## src/rtl/store_narrow.sv

```systemverilog
// store_narrow: narrows a 32-bit register value into a word-only DM for sw/sh/sb.
// Sub-word stores use read-modify-write; optional byte-enable path via
// STORE_NARROW_BYTE_EN_EN (adds mem_be, all stores complete in one write).
// Ports:
//   clk, reset          : clock, synchronous active-high reset
//   req, SOp, addr,     : store request, op (00 sw, 01 sh, 10 sb, 11 rsvd),
//   wdata               : byte address and register value (captured in IDLE)
//   busy, done, err     : status (registered)
//   mem_addr, mem_re,   : DM word address, read strobe,
//   mem_rdata           : read data (valid the cycle after mem_re)
//   mem_we, mem_wdata   : DM write strobe and data
//   mem_be              : byte enables (only with STORE_NARROW_BYTE_EN_EN)
module store_narrow #(
    parameter int ADDR_W = 12
) (
    input  logic              clk,
    input  logic              reset,
    input  logic              req,
    input  logic [1:0]        SOp,
    input  logic [31:0]       addr,
    input  logic [31:0]       wdata,
    output logic              busy,
    output logic              done,
    output logic              err,
    output logic [ADDR_W-3:0] mem_addr,
    output logic              mem_re,
    input  logic [31:0]       mem_rdata,
`ifdef STORE_NARROW_BYTE_EN_EN
    output logic [3:0]        mem_be,
`endif
    output logic              mem_we,
    output logic [31:0]       mem_wdata
);

    typedef enum logic [2:0] {
        S_IDLE,
        S_READ,
        S_WAIT,
        S_WRITE,
        S_ERR
    } state_t;

    localparam logic [1:0] OP_SW = 2'b00;
    localparam logic [1:0] OP_SH = 2'b01;
    localparam logic [1:0] OP_SB = 2'b10;
    localparam logic [1:0] OP_RS = 2'b11;

    state_t             r_state;
    state_t             w_state_n;

    logic [1:0]         r_op;
    logic [ADDR_W-1:0]  r_addr;
    logic [31:0]        r_wdata;

    logic               r_busy;
    logic               r_done;
    logic               r_err;
    logic [ADDR_W-3:0]  r_mem_addr;
    logic               r_mem_re;
    logic               r_mem_we;
    logic [31:0]        r_mem_wdata;
    logic [3:0]         r_mem_be;

    logic               w_capture;
    logic               w_bad;
    logic [31:0]        w_wr_word;
    logic [3:0]         w_wr_be;
    logic               w_busy_n;
    logic               w_done_n;
    logic               w_err_n;
    logic [ADDR_W-3:0]  w_mem_addr_n;
    logic               w_mem_re_n;
    logic               w_mem_we_n;
    logic [31:0]        w_mem_wdata_n;
    logic [3:0]         w_mem_be_n;

    // Address bits above ADDR_W-1 are deliberately ignored.
    logic               w_unused_addr;
`ifdef STORE_NARROW_BYTE_EN_EN
    logic               w_unused_rdata;
    assign w_unused_rdata = ^mem_rdata;
`endif
    assign w_unused_addr = ^addr[31:ADDR_W];

    assign w_capture = (r_state == S_IDLE) && req;

    assign w_bad = (SOp == OP_RS)
                || ((SOp == OP_SW) && (addr[1:0] != 2'b00))
                || ((SOp == OP_SH) && addr[0]);

    // Word presented on the final write: merged RMW word, or the
    // lane-replicated value when the DM takes byte enables.
    always_comb begin
        w_wr_word = r_wdata;
        w_wr_be   = 4'b1111;
`ifdef STORE_NARROW_BYTE_EN_EN
        unique case (r_op)
            OP_SB: begin
                w_wr_word = {4{r_wdata[7:0]}};
                w_wr_be   = 4'b0001 << r_addr[1:0];
            end
            OP_SH: begin
                w_wr_word = {2{r_wdata[15:0]}};
                w_wr_be   = r_addr[1] ? 4'b1100 : 4'b0011;
            end
            default: begin
                w_wr_word = r_wdata;
                w_wr_be   = 4'b1111;
            end
        endcase
`else
        unique case (r_op)
            OP_SB: begin
                w_wr_word = mem_rdata;
                w_wr_word[{r_addr[1:0], 3'b000} +: 8] = r_wdata[7:0];
            end
            OP_SH: begin
                w_wr_word = mem_rdata;
                if (r_addr[1])
                    w_wr_word[31:16] = r_wdata[15:0];
                else
                    w_wr_word[15:0] = r_wdata[15:0];
            end
            default: w_wr_word = r_wdata;
        endcase
`endif
    end

    // Next state. r_state describes the cycle before the outputs it drives,
    // so every output can be registered off it.
    always_comb begin
        w_state_n = r_state;
        unique case (r_state)
            S_IDLE: begin
                if (req) begin
                    if (w_bad)
                        w_state_n = S_ERR;
`ifdef STORE_NARROW_BYTE_EN_EN
                    else
                        w_state_n = S_WRITE;
`else
                    else if (SOp == OP_SW)
                        w_state_n = S_WRITE;
                    else
                        w_state_n = S_READ;
`endif
                end
            end
            S_READ:  w_state_n = S_WAIT;
            S_WAIT:  w_state_n = S_WRITE;
            S_WRITE: w_state_n = S_IDLE;
            S_ERR:   w_state_n = S_IDLE;
            default: w_state_n = S_IDLE;
        endcase
    end

    // Next registered outputs.
    always_comb begin
        w_busy_n      = (r_state != S_IDLE);
        w_mem_addr_n  = '0;
        w_mem_re_n    = (r_state == S_READ);
        w_mem_we_n    = (r_state == S_WRITE);
        w_done_n      = (r_state == S_WRITE);
        w_err_n       = (r_state == S_ERR);
        w_mem_wdata_n = '0;
        w_mem_be_n    = '0;
        if (r_state != S_IDLE)
            w_mem_addr_n = r_addr[ADDR_W-1:2];
        if (r_state == S_WRITE) begin
            w_mem_wdata_n = w_wr_word;
            w_mem_be_n    = w_wr_be;
        end
    end

    always_ff @(posedge clk) begin
        if (reset) begin
            r_state     <= S_IDLE;
            r_op        <= '0;
            r_addr      <= '0;
            r_wdata     <= '0;
            r_busy      <= 1'b0;
            r_done      <= 1'b0;
            r_err       <= 1'b0;
            r_mem_addr  <= '0;
            r_mem_re    <= 1'b0;
            r_mem_we    <= 1'b0;
            r_mem_wdata <= '0;
            r_mem_be    <= '0;
        end else begin
            r_state     <= w_state_n;
            if (w_capture) begin
                r_op    <= SOp;
                r_addr  <= addr[ADDR_W-1:0];
                r_wdata <= wdata;
            end
            r_busy      <= w_busy_n;
            r_done      <= w_done_n;
            r_err       <= w_err_n;
            r_mem_addr  <= w_mem_addr_n;
            r_mem_re    <= w_mem_re_n;
            r_mem_we    <= w_mem_we_n;
            r_mem_wdata <= w_mem_wdata_n;
            r_mem_be    <= w_mem_be_n;
        end
    end

    assign busy      = r_busy;
    assign done      = r_done;
    assign err       = r_err;
    assign mem_addr  = r_mem_addr;
    assign mem_re    = r_mem_re;
    assign mem_we    = r_mem_we;
    assign mem_wdata = r_mem_wdata;
`ifdef STORE_NARROW_BYTE_EN_EN
    assign mem_be    = r_mem_be;
`else
    logic w_unused_be;
    assign w_unused_be = ^r_mem_be;
`endif

endmodule

```

## config.mk

```make
export PLATFORM = sky130hd
export DESIGN_NAME = store_narrow
export DESIGN_NICKNAME = d
export VERILOG_FILES = /design/src/rtl/store_narrow.sv
export SDC_FILE = /design/constraint.sdc
export NUM_CORES = 1
export LEC_CHECK = 0
export ABC_CLOCK_PERIOD_IN_PS = 2250
export BUFFER_PORTS_ARGS = -buffer_cell sky130_fd_sc_hd__buf_4
export CAP_MARGIN = 0
export CORE_ASPECT_RATIO = 1.5
export CORE_MARGIN = 2
export CORE_UTILIZATION = 44
export DETAILED_ROUTE_END_ITERATION = 6
export PLACE_DENSITY_LB_ADDON = 0.05
export REMOVE_ABC_BUFFERS = 1
export SLEW_MARGIN = 0
export SYNTH_ARGS = -nofsm -noshare
export SYNTH_HDL_FRONTEND = slang
export SYNTH_SLANG_ARGS = --single-unit
```

## constraint.sdc

```tcl
create_clock -name clk -period 2.25 [get_ports clk]
set_clock_uncertainty 0.2 [all_clocks]
set_input_delay 0.5625 -clock clk [delete_from_list [all_inputs] [get_ports clk]]
set_output_delay 0.5625 -clock clk [all_outputs]
set_load 0.01 [all_outputs]
```

==> results of run 1 <==
==> cell usage after synthesis (all sizes together) (8+ instances only) <==
| cell type | n |
|---|---|
| a21oi | 48 |
| a221oi | 32 |
| nand2 | 113 |
| clkbuf | 13 |
| dfxtp | 95 |
| inv | 22 |
| buf | 18 |
| mux2 | 16 |
| and2 | 13 |
| a22o | 14 |
| nor2 | 17 |
| a22oi | 8 |
==> path summary, 6_finish.rpt <==
kind	end	cells past startpoint
hold / removal	r_addr[3]	2
setup reg to reg	mem_wdata[12]	6
hold reg to reg	r_addr[3]	2
setup / recovery	mem_wdata[12]	6
==> where the power goes <==
part | switching, W | internal, W
sequential | 0.0000639 | 0.00176
combinational | 0.000300 | 0.000274
clock | 0.000602 | 0.000869
total | 0.000966 | 0.00290
==> worst max-delay path: stages (launching register included) <==
cell and delay, ns:
dfxtp_1 0.33, inv_1 0.08, ha_1 0.34, and4b_1 0.23, and2_1 0.25, a22o_1 0.22, a22o_1 0.20
==> flip-flops by register name (all words and copies together) (netlist names), 2 cells and up <==
| signal | cells |
|---|---|
| r_addr | 12 |
| mem_addr | 10 |
| r_wdata | 32 |
| mem_wdata | 32 |
| r_state | 3 |
| r_op | 2 |
==> stage by stage <==
stage	setup slack (ns)	hold slack, ns	utilization
after CTS	0.2199	0.2507	0.6021
after global placement	0.2860	0.2341	0.5681
final	0.2968	0.2480	0.6023
after floorplan	-0.05163	0.2257	-
after detailed placement	0.2417	0.2421	0.5681
after global routing	0.1015	0.2681	0.6023
==> area by class of cell <==
| cell class | count | area share |
|---|---|---|
| clock inverters | 2 | 0.002382 |
| clock buffers | 14 | 0.05406 |
| flip-flops and latches | 95 | 0.3620 |
| repair buffers | 142 | 0.2077 |
| well taps | 110 | 0.02620 |
| inverters | 22 | 0.01572 |
| multi-input cells | 291 | 0.3320 |
==> placed cells by master (no fill, tap or decap) <==
master,netlist,layout
a2111oi_0,1,1
a211o_1,1,1
a211oi_1,1,1
a21oi_1,47,47
a21oi_2,1,1
a221oi_1,32,32
a22o_1,14,14
a22oi_1,8,8
a311oi_1,1,1
and2_1,13,11
and2_2,0,2
and4b_1,2,2
and4bb_1,1,1
buf_12,0,2
buf_4,3,140
clkbuf_1,12,1
clkbuf_16,0,9
clkbuf_8,0,4
clkinv_2,0,1
clkinvlp_4,0,1
dfxtp_1,95,95
ha_1,7,7
inv_1,21,21
inv_2,1,1
mux2_2,16,16
nand2_1,113,112
nand2_2,0,1
nand2b_1,2,2
nand3_2,1,1
nand4bb_1,1,1
nor2_1,13,13
nor2_2,4,4
nor2b_1,3,3
nor3_1,1,1
nor3_2,1,1
nor4_1,2,2
nor4b_1,2,2
o21ai_0,1,1
o21ai_2,1,1
o31ai_1,1,1
==> cell families (layout without fill, tap and decap cells) <==
kind of cell,Yosys count,count (layout),synth area share
AND/OR/NAND/NOR,159,159,0.1821
AO/OA/AOI/OAI,109,109,0.1956
flip-flops,95,95,0.4883
buffers and inverters,53,180,0.06521
multiplexers,16,16,0.04626
adder cells (fa/ha/maj),7,7,0.02249
==> layer usage <==
metal / share of wire / GRT usage
met1: 0.41 / 0.2483
met2: 0.51 / 0.3719
met3: 0.073 / 0.05530
met4: 0.011 / 0.06356
met5: 0 / 0
==> flow_metrics.tcl, run 1 <==
set metrics [dict create \
    status "complete, no violations" \
    ant_nets 0 \
    die-width_um 80.82 \
    relSlewSlack 0.7020 \
    multi_input_area_um2 1744 \
    yosysUniqueCellTypes 37 \
    grt_overflow 0 \
    grt_first_pass_wirelength_um 15850 \
    powerDensity_nw_per_um2 736.5 \
    post_cts_buffers 0 \
    synthTopCellsByArea "dfxtp_1 (49%), nand2_1 (11%), a221oi_1 (7.2%), a21oi_1 (6.0%), mux2_2 (4.6%)" \
    initial_core_util 0.4465 \
    design.core.area_um2 8723 \
    worstHoldStart "r_addr[3]" \
    crit_path_start "r_addr[0]" \
    min_period_ns 1.953 \
    arrival_ns 1.98 \
    ys_seq_area_frac 0.4883 \
    wl_um 10020 \
    grt_pass1_vias 3392 \
    r2r_setup_slack_ns 0.30 \
    cts_buffers 9 \
    post_drt_wl_per_cell_um 14.83 \
    syn_inst 439 \
    final_hold_viol_count 0 \
    synth-seq-cells 95 \
    grt_max_degree 40 \
    yosysTopAreaCellShare 0.4883 \
    clockRootBuffer "clkbuf_16" \
    vias 3500 \
    syn_area_per_cell_um2 8.872 \
    maxCapViolCount 0 \
    ioPinCount 148 \
    viasPerCell 5.178 \
    worstSetupPathType "reg2reg" \
    dieArea_um2 9636 \
    dp_hpwl_um 7273 \
    dr.pass1.iters 4 \
    cp_max_fo 7 \
    cp_data_required_time_ns 2.28 \
    max-vdd-ir-drop_mv 0.4946 \
    netlist_area_um2 3895 \
    fmax_mhz 512.0 \
    drtIter0Drc 208 \
    hold_path.class "reg2reg" \
    nNetsFinal 669 \
    cts_tree "built" \
    fillerInstances 805 \
    clkTransAtPathRegs_ns 0.06 \
    finalSetupTns_ns 0 \
    yosys_warnings 0 \
    fp.dieH_um 119.2 \
    rsz0062_at_grt "no" \
    dpl_cell_area_um2 4956 \
    num_rows 42 \
    synth-edff-count 0 \
    io_buffers 127 \
    stdcell_count 676 \
    track_usage 0.2123 \
    n_antenna_cell 0 \
    area_delta_synth_final_pct 34.89 \
    power.leakage_nw 2.199 \
    dp.cells 660 \
    htreeDepth 3 \
    hold_buffers 0 \
    drc 0 \
    cp-end-kind "register" \
    place_congestion 0.8833 \
    slew_violations 0 \
    p_total_w 0.003869 \
    clockBufferDepth 2 \
    worst_pin_slew_ns 0.4471 \
    layout-drive-gt1-share 0.3269 \
    cts.repair.resized 0 \
    worstReg2RegStart "r_addr[0]" \
    postLayoutCellArea_um2 5254 \
    ys.flop_type "dfxtp_1" \
    clk_latency_ns 0.33 \
    clock-sinks 95 \
    synthArstFlopShare 0 \
    min_period_over_period 0.8681 \
    critPathLaunchType "register" \
    setup_viol 0 \
    grt_antenna_before_repair 0 \
    yosys.area.top_type "dfxtp_1" \
    seqCellArea_um2 1902 \
]
Note: power is estimated with default switching activity, not from simulation.
==> inputs of run 2 (changes only) <==
ABC_AREA = 1   (was unset)
CORE_UTILIZATION = 45   (was 44)
==> run 2 against run 1 <==
Net effect: synthesized area rose by 12%; hold slack got worse by 0.018 ns; sequential power barely moved; sequential cell count did not move; fmax fell by 2.9%; global-route usage rose by 2.5 points; worst setup slack got worse by 0.058 ns; clock power rose by 4%; core utilization fell by 0.98 points; via count rose by 26%; combinational power rose by 25%.
==> flow_metrics.tcl, run 2 <==
set metrics [dict create \
    status "complete, no violations" \
    hold_buffers 0 \
    wl_um 12510 \
    htreeDepth 3 \
    synth-seq-cells 95 \
    synthArstFlopShare 0 \
    dieArea_um2 10500 \
    clkTransAtPathRegs_ns 0.07 \
    synth_most_common_cell "nand2_1" \
    yosysTopAreaCellShare 0.4365 \
    power.leakage_nw 2.628 \
    min_period_ns 2.012 \
    cp-end-kind "register" \
    ys_seq_area_frac 0.4365 \
    grt_overflow 0 \
    drc 0 \
    vias 4413 \
    dr.pass1.iters 4 \
    fmax_mhz 497.1 \
    syn_inst 631 \
    initial_core_util 0.4548 \
    place_congestion 0.8930 \
    dpl_cell_area_um2 5380 \
    dp.cells 850 \
    finalSetupTns_ns 0 \
    rsz0062_at_grt "no" \
    nNetsFinal 854 \
    post_cts_buffers 0 \
    dp_hpwl_um 8862 \
    clock-sinks 95 \
    grt_max_degree 47 \
    yosys.area.top_type "dfxtp_1" \
    maxCapViolCount 0 \
    cts_tree "built" \
    worst_pin_slew_ns 0.5142 \
    synth_common_cells "nand2_1 (195), dfxtp_1 (95), a21oi_1 (64)" \
    arrival_ns 2.10 \
    slew_violations 0 \
    cp_max_fo 7 \
    hold_path.class "reg2reg" \
    syn_area_per_cell_um2 6.904 \
    die-width_um 84.34 \
    min_period_over_period 0.8941 \
    clk_latency_ns 0.35 \
    cts.repair.resized 0 \
    fillerInstances 947 \
    clockBufferDepth 2 \
    post_drt_wl_per_cell_um 14.45 \
    max-vdd-ir-drop_mv 0.4281 \
    io_buffers 127 \
    postLayoutCellArea_um2 5675 \
    mostFrequentLayoutCells "nand2_1 (195), buf_4 (137), dfxtp_1 (95)" \
    n_antenna_cell 0 \
    grt_antenna_before_repair 0 \
    final_common_cell "nand2_1" \
    yosysUniqueCellTypes 25 \
    ioPinCount 148 \
    fp.dieH_um 124.5 \
    yosys_warnings 0 \
    critPathLaunchType "register" \
    netlist_area_um2 4357 \
    synth-edff-count 0 \
    design.core.area_um2 9579 \
    ant_nets 0 \
    cts_buffers 9 \
    grt_first_pass_wirelength_um 20010 \
    final_hold_viol_count 0 \
    track_usage 0.2377 \
    num_rows 44 \
    layout-drive-gt1-share 0.2344 \
    synthTopCellsByArea "dfxtp_1 (44%), nand2_1 (17%), a21oi_1 (7.4%), nand3_1 (6.4%), o21ai_0 (4.7%)" \
    grt_pass1_vias 4232 \
    clockRootBuffer "clkbuf_16" \
    stdcell_count 866 \
    drtIter0Drc 261 \
    ys.flop_type "dfxtp_1" \
    viasPerCell 5.096 \
    worstSetupPathType "reg2reg" \
    powerDensity_nw_per_um2 719.6 \
    cp_data_required_time_ns 2.34 \
    relSlewSlack 0.6569 \
    setup_viol 0 \
    area_delta_synth_final_pct 30.27 \
]
## run 2: final cells by class
class,count,area (um^2),area share
Multi-Input combinational cell,451,2062,0.3633
Sequential cell,95,1902,0.3351
Timing Repair Buffer,140,1089,0.1918
Clock buffer,9,225.2,0.03968
Inverter,49,183.9,0.03241
Tap cell,115,143.9,0.02535
Clock inverter,7,70.07,0.01235
## run 2: path summary, 6_finish.rpt
kind,startpoint,end,slack (ns),cells past startpoint
setup reg to reg,r_addr[1],mem_wdata[24],0.24,7
hold reg to reg,r_addr[2],mem_addr[0],0.23,2
hold / removal,r_addr[2],mem_addr[0],0.23,2
setup / recovery,r_addr[1],mem_wdata[24],0.24,7
## run 2: where the power goes
part           leakage, nW  internal (W)  switching [W]
combinational         1.71      0.000278       0.000440
clock                0.146      0.000863       0.000665
sequential           0.774       0.00177      0.0000639
## run 2: cell families (layout without fill, tap and decap cells)
family / Yosys count / in the layout / share of synthesized area
AOI/OAI and AO/OA: 132 / 132 / 0.1594
adders and majority gates: 7 / 7 / 0.02010
buffers and inverters: 85 / 205 / 0.09018
DFF: 95 / 95 / 0.4365
and+or+nand+nor: 312 / 312 / 0.2938
## run 2: worst max-delay path, stage by stage (launching register included)
cell and delay [ns]:
dfxtp_1 0.44, inv_1 0.12, ha_1 0.33, inv_1 0.14, nand3_1 0.25, o21ai_0 0.27
nand2_1 0.10, a21oi_2 0.11
## run 2: layer usage
layer,track usage,wire (um),up-vias
li1,-,-,2246
met1,0.2663,5028,2018
met2,0.4337,6486,131
met3,0.04771,685,18
met4,0.09337,311,0
met5,0,0,-
## run 2: stage by stage
stage / worst slack [ns] / hold slack (ns) / power [W] / util
floorplan: 0.1629 / 0.2084 / 0.002245 / -
global placement: 0.3073 / 0.2185 / 0.002573 / 0.5617
detailed placement: 0.2431 / 0.2215 / 0.002594 / 0.5617
CTS: 0.2301 / 0.2221 / 0.004122 / 0.5925
global route: 0.08721 / 0.2306 / 0.004274 / 0.5925
finish: 0.2384 / 0.2298 / 0.004084 / 0.5925
==> inputs of run 3 (changes only) <==
CORE_UTILIZATION = 46   (was 45)
CTS_BUF_LIST = sky130_fd_sc_hd__clkbuf_8   (was unset)
==> run 3 against run 2 <==
Net effect: sequential cell count is the same; non-clock buffer count is the same; global-route usage grew 0.11 points; hold slack lost 0.0055 ns; largest power group unchanged.
==> flow_metrics.tcl, run 3 (synthesis gave the netlist of run 2 again) <==
set metrics [dict create \
    path_cells "inv_1 > ha_1 > inv_1 > nand3_1 > o21ai_0 > nand2_1 > a21oi_2" \
    dp_hpwl_um 8784 \
    switching_share 0.2957 \
    drtIter0Drc 222 \
    p_switching_w 0.001085 \
    min_period_ns 2.007 \
    vias 4419 \
    final_hold_viol_count 0 \
    maxCapViolCount 0 \
    setup_slack_ns 0.2425 \
    clkTransAtPathRegs_ns 0.09 \
    ant_nets 0 \
    dp_worst_setup_slack_ns 0.2788 \
    htreeDepth 3 \
    post_cts_buffers 0 \
    rsz0062_at_grt "no" \
    cts_tree "built" \
    grt_antenna_before_repair 0 \
    area_delta_synth_final_pct 27.37 \
    worstHoldStart "addr[7]" \
    cts.repair.resized 0 \
    critPathBufInv 2 \
    fp.dieH_um 123.2 \
    cp_slowest_stage_delay_ns 0.43 \
    worstSetupPathType "reg2reg" \
    min_period_over_period 0.8922 \
    place_congestion 0.8909 \
    grt_overflow 0 \
    crit_path_start "r_addr[1]" \
    seq_power_share 0.501 \
    clock-sinks 95 \
    io_buffers 127 \
    worstReg2RegStart "r_addr[1]" \
    postLayoutCellArea_um2 5549 \
    cp.depth 7 \
    design.core.area_um2 9254 \
    grt_first_pass_wirelength_um 19630 \
    min_path_cells 3 \
    cp-end-kind "register" \
    cp_data_required_time_ns 2.34 \
    viasPerCell 5.121 \
    r2r_cells 7 \
    status "complete, no violations" \
    ioPinCount 148 \
    clk_latency_ns 0.36 \
    intPower_w 0.002583 \
    post_drt_wl_per_cell_um 14.18 \
    wl_um 12240 \
    hold_slack_ns 0.2243 \
    hold_path.class "in2reg" \
    clockBufferDepth 2 \
    power.leakage_nw 2.571 \
    num_rows 43 \
    die-width_um 83.46 \
    initial_core_util 0.4708 \
    critPathSlowestCell "dfxtp_1" \
    multi_input_area_um2 2062 \
    worst_pin_slew_ns 0.8155 \
    powerDensity_nw_per_um2 661.0 \
    nNetsFinal 854 \
    pwr-share-comb 0.192 \
    fmax_mhz 498.1 \
    max-vdd-ir-drop_mv 0.4741 \
    drc 0 \
    arrival_ns 2.10 \
    final_common_cell "nand2_1" \
    grt_max_degree 47 \
    track_usage 0.2387 \
    dieArea_um2 10280 \
    p_clk_frac 0.307 \
    critPathLaunchType "register" \
    dr.pass1.iters 6 \
    mostFrequentLayoutCells "nand2_1 (195), buf_4 (139), dfxtp_1 (95)" \
    cts_buffers 9 \
    seqCellArea_um2 1902 \
    setup_viol 0 \
    cp_max_fo 7 \
    clockRootBuffer "clkbuf_8" \
    n_antenna_cell 0 \
    dpl_cell_area_um2 5351 \
    slew_violations 0 \
    cp_top_family "flip-flops" \
    grt_pass1_vias 4193 \
    relSlewSlack 0.4557 \
    fillerInstances 899 \
    finalSetupTns_ns 0 \
    crit_top_cell "inv_1" \
    layout-drive-gt1-share 0.2344 \
    hold_buffers 0 \
]
-- run 3: changes by cell type in the layout (fill, tap and decap cells not counted), sizes merged --
cell      before  now
inv           49   47
clkinvlp       1    2
clkbuf         9   10
-- run 3: worst min-delay path, delay by kind of cell --
kind | cells | cell delay [ns]
compound gates | 1 | 0.07
buf+inv | 2 | 0.12
-- run 3: power groups by stage --
stage                     clock network, W  registers, W  logic, W
after CTS                          0.00116       0.00184  0.000708
after detailed placement                 0       0.00187  0.000707
after global routing               0.00122       0.00185  0.000794
after global placement                   0       0.00187  0.000692
after floorplan                          0       0.00186  0.000381
final                              0.00113       0.00184  0.000706
-- run 3: stage by stage --
step,std cells,power (W),utilization
2_1_floorplan,595,0.002245,-
3_3_place_gp,847,0.002565,0.5783
3_5_place_dp,847,0.002581,0.5783
4_1_cts,863,0.003701,0.5996
5_1_grt,863,0.003861,0.5996
6_report,863,0.003668,0.5996
-- run 3: metal layers --
metal	global-route usage	up-vias	wire length (um)
li1	-	2244	-
met1	0.2749	2000	4856
met2	0.4309	149	6320
met3	0.05073	26	729
met4	0.09879	0	334
met5	0	-	0
-- run 3: area by class of cell --
class,count,area share
Multi-Input combinational cell,451,0.3716
Sequential cell,95,0.3427
Timing Repair Buffer,140,0.1917
Inverter,49,0.03315
Tap cell,112,0.02525
Clock buffer,10,0.02480
Clock inverter,6,0.01082
-- run 3: final timing paths --
kind | end | slack (ns)
hold reg to reg | mem_addr[6] | 0.23
hold / removal | r_addr[7] | 0.22
setup / recovery | mem_wdata[26] | 0.24
setup reg to reg | mem_wdata[26] | 0.24
